===== src/rtl/calc_pkg.sv =====
// Shared definitions for the calculator command sequencer: ALU op codes,
// sequencer states and the button op-select decode.
package calc_pkg;

    localparam int CMD_W     = 19;
    localparam int OPND_W    = 16;
    localparam int ALU_W     = 32;
    localparam int ALU_OP_W  = 4;

    localparam logic [3:0] ALU_AND = 4'b0000;
    localparam logic [3:0] ALU_OR  = 4'b0001;
    localparam logic [3:0] ALU_ADD = 4'b0010;
    localparam logic [3:0] ALU_SLT = 4'b0100;
    localparam logic [3:0] ALU_SUB = 4'b0110;
    localparam logic [3:0] ALU_XOR = 4'b0111;
    localparam logic [3:0] ALU_SLL = 4'b1000;
    localparam logic [3:0] ALU_SRA = 4'b1010;

    typedef enum logic [1:0] {
        ST_IDLE  = 2'd0,
        ST_ISSUE = 2'd1,
        ST_WB    = 2'd2,
        ST_DONE  = 2'd3
    } state_t;

    // Map the {btnl,btnc,btnr} selection onto the ALU operation code.
    function automatic logic [3:0] decode_op(input logic [2:0] sel);
        logic [3:0] code;
        case (sel)
            3'b000:  code = ALU_ADD;
            3'b001:  code = ALU_SUB;
            3'b010:  code = ALU_AND;
            3'b011:  code = ALU_OR;
            3'b100:  code = ALU_XOR;
            3'b101:  code = ALU_SLT;
            3'b110:  code = ALU_SLL;
            3'b111:  code = ALU_SRA;
            default: code = ALU_ADD;
        endcase
        return code;
    endfunction

    function automatic logic [31:0] sext16(input logic [15:0] v);
        return {{16{v[15]}}, v};
    endfunction

endpackage


===== src/rtl/calc_seq_if.sv =====
// ALU bus between the sequencer (master) and the external ALU (slave).
interface calc_seq_if;
    import calc_pkg::*;

    logic [ALU_OP_W-1:0] alu_op;
    logic [ALU_W-1:0]    alu_a;
    logic [ALU_W-1:0]    alu_b;
    logic [ALU_W-1:0]    alu_result;

    modport master (output alu_op, output alu_a, output alu_b, input alu_result);
    modport slave  (input alu_op, input alu_a, input alu_b, output alu_result);
endinterface


===== src/rtl/calc_cmd_fifo.sv =====
// Synchronous command FIFO with registered full/empty flags and an occupancy count.
module calc_cmd_fifo #(
    parameter int DEPTH = 4,
    parameter int WIDTH = 19
) (
    input  logic                       clk,
    input  logic                       srst,
    input  logic                       push,
    input  logic                       pop,
    input  logic [WIDTH-1:0]           wr_data,
    output logic [WIDTH-1:0]           rd_data,
    output logic                       full,
    output logic                       empty,
    output logic [$clog2(DEPTH):0]     count
);
    localparam int AW = $clog2(DEPTH);

    logic [WIDTH-1:0] mem_r [DEPTH];
    logic [AW-1:0]    wr_ptr_r;
    logic [AW-1:0]    rd_ptr_r;
    logic [AW:0]      count_r;
    logic [AW:0]      count_nxt_s;
    logic             full_r;
    logic             empty_r;
    logic             do_push_s;
    logic             do_pop_s;

    // Qualify requests against the current flags and compute the next occupancy.
    always_comb begin
        do_push_s   = push & ~full_r;
        do_pop_s    = pop & ~empty_r;
        count_nxt_s = count_r;
        case ({do_push_s, do_pop_s})
            2'b10:   count_nxt_s = count_r + {{AW{1'b0}}, 1'b1};
            2'b01:   count_nxt_s = count_r - {{AW{1'b0}}, 1'b1};
            default: count_nxt_s = count_r;
        endcase
    end

    // Pointer, count and flag registers; pointers wrap naturally at DEPTH.
    always_ff @(posedge clk) begin
        if (srst) begin
            wr_ptr_r <= '0;
            rd_ptr_r <= '0;
            count_r  <= '0;
            full_r   <= 1'b0;
            empty_r  <= 1'b1;
        end else begin
            if (do_push_s) wr_ptr_r <= wr_ptr_r + {{(AW-1){1'b0}}, 1'b1};
            if (do_pop_s)  rd_ptr_r <= rd_ptr_r + {{(AW-1){1'b0}}, 1'b1};
            count_r <= count_nxt_s;
            full_r  <= (count_nxt_s == (AW+1)'(DEPTH));
            empty_r <= (count_nxt_s == '0);
        end
    end

    // Storage array; contents are don't-care once the pointers are reset.
    always_ff @(posedge clk) begin
        if (do_push_s) mem_r[wr_ptr_r] <= wr_data;
    end

    assign rd_data = mem_r[rd_ptr_r];
    assign full    = full_r;
    assign empty   = empty_r;
    assign count   = count_r;
endmodule


===== src/rtl/calc_seq.sv =====
// Calculator command sequencer: queues button-entered commands and replays
// them through the external ALU, one command per ISSUE/WB pair.
module calc_seq
    import calc_pkg::*;
#(
    parameter int DEPTH = 4
) (
    input  logic              clk,
    input  logic              btnu,
    input  logic              btnd,
    input  logic              btns,
    input  logic              btnl,
    input  logic              btnc,
    input  logic              btnr,
    input  logic [15:0]       sw,
    calc_seq_if.master        alu,
    output logic [15:0]       led,
    output logic              busy,
    output logic              done,
    output logic              full,
    output logic              empty,
    output logic              err
);
    localparam int AW = $clog2(DEPTH);

    state_t              state_r;
    logic                push_prev_r;
    logic                run_prev_r;
    logic [OPND_W-1:0]   acc_r;
    logic [ALU_OP_W-1:0] alu_op_r;
    logic [ALU_W-1:0]    alu_a_r;
    logic [ALU_W-1:0]    alu_b_r;
    logic                busy_r;
    logic                done_r;
    logic                err_r;

    logic                push_edge_s;
    logic                run_edge_s;
    logic                fifo_push_s;
    logic                fifo_pop_s;
    logic [CMD_W-1:0]    head_s;
    logic                fifo_full_s;
    logic                fifo_empty_s;
    logic [AW:0]         fifo_count_s;
    logic                unused_result_hi_s;

    // Edge detection and FIFO request qualification; pushes only land while idle.
    always_comb begin
        push_edge_s = btnd & ~push_prev_r;
        run_edge_s  = btns & ~run_prev_r;
        if (state_r == ST_IDLE) begin
            fifo_push_s = push_edge_s & ~fifo_full_s;
        end else begin
            fifo_push_s = 1'b0;
        end
        if (state_r == ST_ISSUE) begin
            fifo_pop_s = 1'b1;
        end else begin
            fifo_pop_s = 1'b0;
        end
    end

    calc_cmd_fifo #(.DEPTH(DEPTH), .WIDTH(CMD_W)) u_fifo (
        .clk     (clk),
        .srst    (btnu),
        .push    (fifo_push_s),
        .pop     (fifo_pop_s),
        .wr_data ({btnl, btnc, btnr, sw}),
        .rd_data (head_s),
        .full    (fifo_full_s),
        .empty   (fifo_empty_s),
        .count   (fifo_count_s)
    );

    // Sequencer FSM with registered ALU operands, accumulator and status.
    always_ff @(posedge clk) begin
        if (btnu) begin
            state_r     <= ST_IDLE;
            push_prev_r <= 1'b0;
            run_prev_r  <= 1'b0;
            acc_r       <= 16'h0000;
            alu_op_r    <= 4'h0;
            alu_a_r     <= 32'h0000_0000;
            alu_b_r     <= 32'h0000_0000;
            busy_r      <= 1'b0;
            done_r      <= 1'b0;
            err_r       <= 1'b0;
        end else begin
            push_prev_r <= btnd;
            run_prev_r  <= btns;
            done_r      <= 1'b0;
            if (push_edge_s && (state_r != ST_IDLE || fifo_full_s)) err_r <= 1'b1;
            case (state_r)
                ST_IDLE: begin
                    if (run_edge_s) begin
                        busy_r <= 1'b1;
                        // A push accepted in this same cycle makes the run non-empty.
                        if (fifo_empty_s && !fifo_push_s) begin
                            state_r <= ST_DONE;
                            done_r  <= 1'b1;
                        end else begin
                            state_r <= ST_ISSUE;
                        end
                    end
                end
                ST_ISSUE: begin
                    alu_op_r <= decode_op(head_s[18:16]);
                    alu_a_r  <= sext16(acc_r);
                    alu_b_r  <= sext16(head_s[15:0]);
                    state_r  <= ST_WB;
                end
                ST_WB: begin
                    acc_r <= alu.alu_result[15:0];
                    if (fifo_count_s == '0) begin
                        state_r <= ST_DONE;
                        done_r  <= 1'b1;
                    end else begin
                        state_r <= ST_ISSUE;
                    end
                end
                ST_DONE: begin
                    state_r <= ST_IDLE;
                    busy_r  <= 1'b0;
                end
                default: begin
                    state_r <= ST_IDLE;
                    busy_r  <= 1'b0;
                end
            endcase
        end
    end

    assign unused_result_hi_s = ^alu.alu_result[31:16];

    assign alu.alu_op = alu_op_r;
    assign alu.alu_a  = alu_a_r;
    assign alu.alu_b  = alu_b_r;
    assign led        = acc_r;
    assign busy       = busy_r;
    assign done       = done_r;
    assign full       = fifo_full_s;
    assign empty      = fifo_empty_s;
    assign err        = err_r;
endmodule


===== src/flat_wrapper.sv =====
// flat-port wrapper written by rule: the top's interface ports become plain ports
module calc_seq_flat import calc_pkg::*;
#(
    parameter int DEPTH = 4
)
  (clk, btnu, btnd, btns, btnl, btnc, btnr, sw, led, busy, done, full, empty, err, alu_alu_op, alu_alu_a, alu_alu_b, alu_alu_result);
  calc_seq_if alu_i ();
  input  logic clk;
  input  logic btnu;
  input  logic btnd;
  input  logic btns;
  input  logic btnl;
  input  logic btnc;
  input  logic btnr;
  input  logic [15:0] sw;
  output logic [15:0] led;
  output logic busy;
  output logic done;
  output logic full;
  output logic empty;
  output logic err;
  output wire logic [$bits(alu_i.alu_op)-1:0] alu_alu_op;
  output wire logic [$bits(alu_i.alu_a)-1:0] alu_alu_a;
  output wire logic [$bits(alu_i.alu_b)-1:0] alu_alu_b;
  input wire logic [$bits(alu_i.alu_result)-1:0] alu_alu_result;
  assign alu_alu_op = alu_i.alu_op;
  assign alu_alu_a = alu_i.alu_a;
  assign alu_alu_b = alu_i.alu_b;
  assign alu_i.alu_result = alu_alu_result;
  calc_seq #(.DEPTH(DEPTH)) u_core (.clk(clk), .btnu(btnu), .btnd(btnd), .btns(btns), .btnl(btnl), .btnc(btnc), .btnr(btnr), .sw(sw), .alu(alu_i), .led(led), .busy(busy), .done(done), .full(full), .empty(empty), .err(err));
endmodule

===== config.mk =====
export PLATFORM = sky130hd
export DESIGN_NAME = calc_seq_flat
export DESIGN_NICKNAME = d
export VERILOG_FILES = /design/src/rtl/calc_pkg.sv /design/src/rtl/calc_seq_if.sv /design/src/rtl/calc_cmd_fifo.sv /design/src/rtl/calc_seq.sv /design/src/flat_wrapper.sv
export SDC_FILE = /design/constraint.sdc
export NUM_CORES = 1
export LEC_CHECK = 0
export BUFFER_PORTS_ARGS = -buffer_cell sky130_fd_sc_hd__buf_4
export CELL_PAD_IN_SITES_DETAIL_PLACEMENT = 1
export CELL_PAD_IN_SITES_GLOBAL_PLACEMENT = 1
export CORE_MARGIN = 5
export CORE_UTILIZATION = 40
export DETAILED_ROUTE_END_ITERATION = 10
export GPL_TIMING_DRIVEN = 0
export PLACE_DENSITY_LB_ADDON = 0.1
export SLEW_MARGIN = 40
export SYNTH_ARGS = -nofsm -noshare
export SYNTH_HDL_FRONTEND = slang
export SYNTH_HIERARCHICAL = 1
export SYNTH_SLANG_ARGS = --single-unit

===== constraint.sdc =====
create_clock -name clk -period 3.74 [get_ports clk]
set_clock_uncertainty 0.15 [all_clocks]
set_input_delay 0.374 -clock clk [delete_from_list [all_inputs] [get_ports clk]]
set_output_delay 0.374 -clock clk [all_outputs]
set_load 0.01 [all_outputs]

==> results of run 1 <==
per-stage QoR:
| step | power, mW | util [%] | setup WS [ps] |
|---|---|---|---|
| finish | 3.977 | 54.85 | 689.4 |
| global route | 4.155 | 54.85 | 463.6 |
| CTS | 4.027 | 54.85 | 659.6 |
| detailed placement | 2.367 | 49.38 | 701.1 |
| global placement | 2.349 | 49.35 | 790.2 |
| floorplan | 2.142 | - | 1079 |
final cells by class:
class,instances,share of cell area (%)
buffer,58,5.009
clock buffer,19,5.664
clock inverter,13,1.817
timing repair buffer,145,14.86
inverter,10,0.4911
tap,180,2.946
multi-input combinational,238,21.02
sequential,146,48.19
placed cells by master, fill, tap and decap left out, drive strengths merged:
cell type    netlist  routed
nor3               3       3
nand3b             2       2
o2111ai            1       1
or3                1       1
and2b              1       1
nor2b              6       6
a31oi              1       1
fa                 1       1
nand3              1       1
and3b              1       1
and2               4       4
mux2i              3       3
a211oi             3       3
dlygate4sd3        0      19
o211ai             1       1
o31ai              1       1
clkinv             0       6
a21oi             53      53
nand2            100     100
o21a               1       1
dfxtp             70      70
xnor2              2       2
bufinv             0       2
clkinvlp           0       3
nand2b             3       3
or4                1       1
o21ai              1       1
buf               45     171
nor2              14      14
mux4              19      19
edfxtp            76      76
a22oi              1       1
clkbuf            13      32
xor2               3       3
ha                 8       8
o21ba              1       1
a311oi             1       1
inv               10      12
metal layers:
layer	vias to the layer above	wire (µm)
met2	114	6639
met3	12	918
met4	0	167
met1	1885	5861
met5	-	0
li1	1878	-
worst max path at each step:
stage	startpoint	to	slack, ps
floorplan	u_core/state_r[1]	u_core/u_fifo/full	1080
global placement	u_core/state_r[1]	u_core/u_fifo/full	790
detailed placement	u_core/state_r[1]	u_core/u_fifo/full	700
CTS	u_core/state_r[1]	u_core/u_fifo/full	660
global route	u_core/state_r[1]	u_core/u_fifo/full	460
finish	u_core/state_r[1]	u_core/u_fifo/full	690
synth_stat cells (all sizes together) (2+ instances only):
master,count
nand2,100
edfxtp,76
dfxtp,70
a21oi,53
buf,45
mux4,19
nor2,14
clkbuf,13
inv,10
ha,8
nor2b,6
and2,4
a211oi,3
mux2i,3
nand2b,3
nor3,3
xor2,3
nand3b,2
xnor2,2
logic make-up (layout without fill, tap and decap cells):
kind of cell | count (synthesis) | count (layout) | share of synthesized area, %
AOI/OAI and AO/OA | 65 | 65 | 6.447
muxes | 22 | 22 | 8.619
adders and majority gates | 9 | 9 | 2.105
xor gates and xnor gates | 5 | 5 | 0.7677
buffers and inverters | 68 | 245 | 7.368
DFF | 146 | 146 | 64.56
and+or+nand+nor | 137 | 137 | 10.13
power groups by stage:
| stage | Combinational, mW | Clock, mW | Sequential (mW) |
|---|---|---|---|
| final | 0.504 | 1.64 | 1.84 |
| after detailed placement | 0.496 | 0 | 1.87 |
| after global routing | 0.558 | 1.75 | 1.85 |
| after floorplan | 0.266 | 0 | 1.88 |
| after global placement | 0.484 | 0 | 1.87 |
| after CTS | 0.513 | 1.68 | 1.84 |
registers in the layout, indices dropped and copies added, names as in the netlist, 3 cells and up, named ones only:
name / cells
u_core/led: 16
u_core/u_fifo/mem_r: 76
u_core/alu.alu_a: 16
u_core/alu.alu_b: 16
u_core/alu.alu_op: 4
u_core/u_fifo/count: 3
repair_timing:
| action | CTS | global route |
|---|---|---|
| hold endpoints to repair | 71 | 0 |
| hold buffers | 19 | 0 |
| endpoints found under the setup margin | 0 | 0 |
==> results.py, run 1 <==
metrics = {
    "outcome": {
        "outcome": "finished, final reports clean",
    },
    "clock_tree": {
        "clk_latency_ps": 420,
        "cts.path.max_buffers": 2,
        "clkSinkCount": 146,
        "cts.clk_slew.worst_paths_ps": 60,
        "cts_made_buffers": 17,
        "root_buffer": "clkbuf_16",
        "cts_setup_buffers": 0,
        "htreeDepth": 4,
        "cts_tree": "done",
        "ctsResizeCount": 0,
    },
    "setup_path": {
        "r2r-start": "u_core/state_r[1]",
        "r2r-end": "u_core/u_fifo/full",
        "startpoint_type": "register",
        "cp_max_fo": 11,
        "cp.required_ps": 3930,
        "reg2reg_depth": 11,
        "cp_common_cell": "buf_2",
        "reg2reg_setup_slack_ps": 690,
        "cp-end-kind": "register",
        "cp.arrival_ps": 3240,
        "crit_family": "simple AND/OR/NAND/NOR gates",
        "crit_chain": "nand2b_1, buf_2, inv_2, buf_2, nor2b_1, ha_1, inv_1, fa_1, xor2_1, or3_1, a211oi_2",
        "slowest_delay_ps": 410,
        "critPathBufInv": 4,
        "slowest_stage": "fa_1",
        "critPathKind": "register to register",
        "crit_cells": 11,
    },
    "timing": {
        "relSlewSlack_pct": 54.79,
        "slew_viol_final": 0,
        "post-route-period-util_pct": 81.57,
        "whs_ps": 35.49,
        "finalCriticalPeriod_ps": 3051,
        "max_clock_freq_ghz": 0.3278,
        "totalNegativeSetupSlack_ps": 0,
        "final_hold_viol_count": 0,
        "setup_viol": 0,
        "rsz0062_at_grt": "no",
        "worst_slew_pin_slew_ps": 678.2,
    },
    "logic_synthesis": {
        "synth_top_area_cell": "edfxtp_1",
        "syn-num-nets": 516,
        "yosys-top-cells-area": "edfxtp_1 (40%), dfxtp_1 (25%), nand2_1 (6.6%)",
        "synth_top_area_share_pct": 40.00,
        "ys_seq_area_share_pct": 64.56,
        "syn_inst": 452,
        "ys_ff_latch": 146,
        "syn_avg_cell_area_um2": 12.62,
        "synth_ff_type": "edfxtp_1",
        "synth.distinct_cells": 41,
        "yosys_warnings": 6,
        "netlist_area_um2": 5705,
        "synth_edf_count": 76,
        "synthArstFlopShare_pct": 0,
    },
    "finish": {
        "fin_cells": 809,
        "nets": 680,
        "drive_gt1_share_pct": 34.50,
        "syn2layout_area_growth_pct": 33.97,
        "n_antenna_cell": 0,
        "design_area_um2": 7644,
        "seq_area_um2": 3684,
        "num-fill-cells": 1449,
        "multi_input_area_um2": 1607,
    },
    "placement": {
        "gp_congestion": 0.6918,
        "dp.cells": 758,
        "hpwlAfterDp_um": 9411,
        "dpl_cell_area_um2": 6882,
        "portBuffers": 126,
    },
    "global_route": {
        "grt_busiest_layer": "met2",
        "antenna_found_initial": 0,
        "grt_max_degree": 20,
        "grt_pass1_wl_um": 21420,
        "groute.usage.overall_pct": 16.84,
        "grtUsageMet1_pct": 20.39,
        "use_met3_pct": 4.369,
        "grt_pass1_vias": 4163,
        "gr-total-overflow": 0,
        "grtUsageMet2_pct": 28.87,
    },
    "floorplanning": {
        "die_area_um2": 16750,
        "rows": 43,
        "ios": 144,
        "die_height_um": 129.4,
        "start_util_pct": 40.94,
        "core_um2": 13930,
        "die_w_um": 129.4,
    },
    "drt": {
        "drtPass1Iterations": 4,
        "wl_per_cell_um": 16.79,
        "route.detailed.drc": 0,
        "vias": 3889,
        "drt_iter0_drc": 184,
        "routed_wl_um": 13590,
        "drt-vias-per-instance": 4.807,
        "antenna_left": 0,
    },
    "pwr": {
        "intPower_mw": 3.005,
        "pwr-share-clk_pct": 41.2,
        "power_frac_comb_pct": 12.7,
        "powerDensity_nw_per_um2": 520.3,
        "leakage_nw": 3.001,
        "p_sw_mw": 0.9715,
        "vdd_drop_max_mv": 0.3052,
        "seq_power_share_pct": 46.2,
        "sw_frac_of_total_pct": 24.43,
    },
    "worst_hold_path": {
        "hold_depth": 2,
        "whs_endpoint": "u_core/push_prev_r",
        "hold_path.class": "input port to register",
        "min-delay-start": "btnd",
    },
    "flow_run": {
        "maxCapViolations": 0,
    },
}
Note: power is estimated with default switching activity, not from simulation.
==> inputs of run 2 (changes only) <==
Settings changed: CORE_UTILIZATION 40 to 38.
Clock period 3.74 ns to 2.5 ns, I/O delays scaled along.
==> run 2 against run 1 <==
Power rose by 51%. Sequential share of layout area fell by 2.1 points. Flip-flop and latch count did not move. First-iteration DRC count fell by 34%. Via count rose by 2.8%. Critical endpoint unchanged. Worst hold slack improved by 56 ps. Routed wire length rose by 5.9%. Largest cell class unchanged. Register-to-register slack got worse by 560 ps. Clock power rose by 45%.
==> results.py, run 2 (synthesized netlist as in run 1, its figures left out) <==
metrics = {
    "clock_tree": {
        "clk_latency_ps": 410,
        "root_buffer": "clkbuf_16",
        "cts.clk_slew.worst_paths_ps": 60,
        "cts_tree": "done",
        "clkSinkCount": 146,
        "htreeDepth": 4,
        "cts_made_buffers": 17,
        "cts.path.max_buffers": 2,
    },
    "outcome": {
        "outcome": "finished, final reports clean",
    },
    "placement": {
        "portBuffers": 126,
        "gp_congestion": 0.7375,
        "hpwlAfterDp_um": 9665,
        "dp.cells": 762,
    },
    "floorplanning": {
        "die_height_um": 132.5,
        "ios": 144,
        "start_util_pct": 38.96,
        "rows": 44,
        "die_w_um": 132.5,
        "core_um2": 14640,
        "die_area_um2": 17570,
    },
    "pwr": {
        "powerDensity_nw_per_um2": 748.5,
        "vdd_drop_max_mv": 0.4858,
        "leakage_nw": 3.158,
    },
    "finish": {
        "drive_gt1_share_pct": 37.39,
        "num-fill-cells": 1504,
        "n_antenna_cell": 0,
        "layout_commonest_cell": "buf_4",
        "syn2layout_area_growth_pct": 40.42,
        "fin_cells": 842,
        "top_register": "u_core/u_fifo/mem_r",
        "nets": 709,
        "most-common-layout-cells": "buf_4 (172), nand2_1 (100), edfxtp_1 (76)",
        "post-route-util_pct": 54.71,
        "largest_register_ffs": 76,
    },
    "timing": {
        "post-route-period-util_pct": 94.98,
        "rsz0062_at_grt": "no",
        "setup_viol": 0,
        "relSlewSlack_pct": 52.72,
        "max_clock_freq_ghz": 0.4211,
        "slew_viol_final": 0,
        "final_hold_viol_count": 0,
        "worst_slew_pin_slew_ps": 709.1,
        "finalCriticalPeriod_ps": 2375,
    },
    "setup_path": {
        "cp-end-kind": "register",
        "cp.arrival_ps": 2500,
        "reg2reg_setup_slack_ps": 130,
        "critPathKind": "register to register",
        "cp_max_fo": 6,
        "cp.required_ps": 2620,
        "startpoint_type": "register",
    },
    "global_route": {
        "grt_pass1_vias": 4386,
        "antenna_found_initial": 0,
        "gr-total-overflow": 0,
        "grt_pass1_wl_um": 23000,
        "grt_max_degree": 20,
        "groute.usage.overall_pct": 16.62,
    },
    "drt": {
        "wl_per_cell_um": 17.09,
        "route.detailed.drc": 0,
        "drt_iter0_drc": 121,
        "drt-vias-per-instance": 4.748,
        "drtPass1Iterations": 4,
        "vias": 3998,
        "routed_wl_um": 14390,
        "antenna_left": 0,
    },
    "worst_hold_path": {
        "hold_path.class": "input port to register",
    },
    "flow_run": {
        "maxCapViolations": 0,
    },
}
[run 2: cell count changes in the layout (fill, tap and decap cells not counted), sizes merged]
cell / change
buf: +12
clkinvlp: +1
dlygate4sd3: +18
clkbuf: -3
inv: +2
bufinv: -1
[run 2: worst max-delay path: stages (launching register included)]
cell and delay [ps]:
dfxtp_4 380, nor3_4 170, nor2b_4 170, nor2b_4 170, inv_1 80, ha_4 160
inv_2 50, fa_2 440, and3b_2 230, a31oi_4 160, a211oi_2 60
[run 2: final timing paths]
kind                         from                endpoint  cells past startpoint
min                          btnu  u_core/u_fifo/count[0]                      2
max             u_core/state_r[0]      u_core/u_fifo/full                     10
min reg2reg  u_core/alu.alu_op[3]    u_core/alu.alu_op[3]                      2
max reg2reg     u_core/state_r[0]      u_core/u_fifo/full                     10
[run 2: routing by layer]
metal | wire length, µm | share of wire (%) | global-route usage, %
met2 | 7122 | 50 | 28.30
met4 | 187 | 1.3 | 5.947
met1 | 6321 | 44 | 20.26
met3 | 754 | 5.2 | 4.594
met5 | 0 | 0 | 0
[run 2: area by class of cell]
type | instances | area (µm²) | share of cell area (%)
multi-input cells | 238 | 1692 | 21.12
plain buffers | 56 | 384.1 | 4.795
flip-flops and latches | 146 | 3692 | 46.09
clock buffers | 17 | 425.4 | 5.310
repair buffers | 176 | 1414 | 17.65
inverters | 10 | 40.04 | 0.4998
clock inverters | 15 | 133.9 | 1.671
well taps | 184 | 230.2 | 2.874
[run 2: what timing repair did]
action,CTS,global route
endpoints found under the setup margin,4,3
gates resized for setup,11,9
setup buffers,10,3
pin swaps,4,7
hold endpoints to repair,94,0
hold buffers,37,0
[run 2: stage by stage]
step	power (mW)	hold slack [ps]	setup WS (ps)	cell area [µm²]	setup TNS, ps
floorplan	3.218	198.9	0.9002	5747	0
global placement	3.525	293.3	-226.3	6923	-8825
detailed placement	3.562	299.9	-328.2	6928	-770.1
CTS	6.048	85.57	10.30	7973	0
global route	6.263	115.5	7.308	8011	0
finish	5.997	91.25	125.4	8011	0
[run 2: report_power, final]
part / internal [mW] / switching [mW]
registers: 2.67 / 0.0900
clock network: 1.37 / 1.00
logic: 0.443 / 0.422
total: 4.48 / 1.51
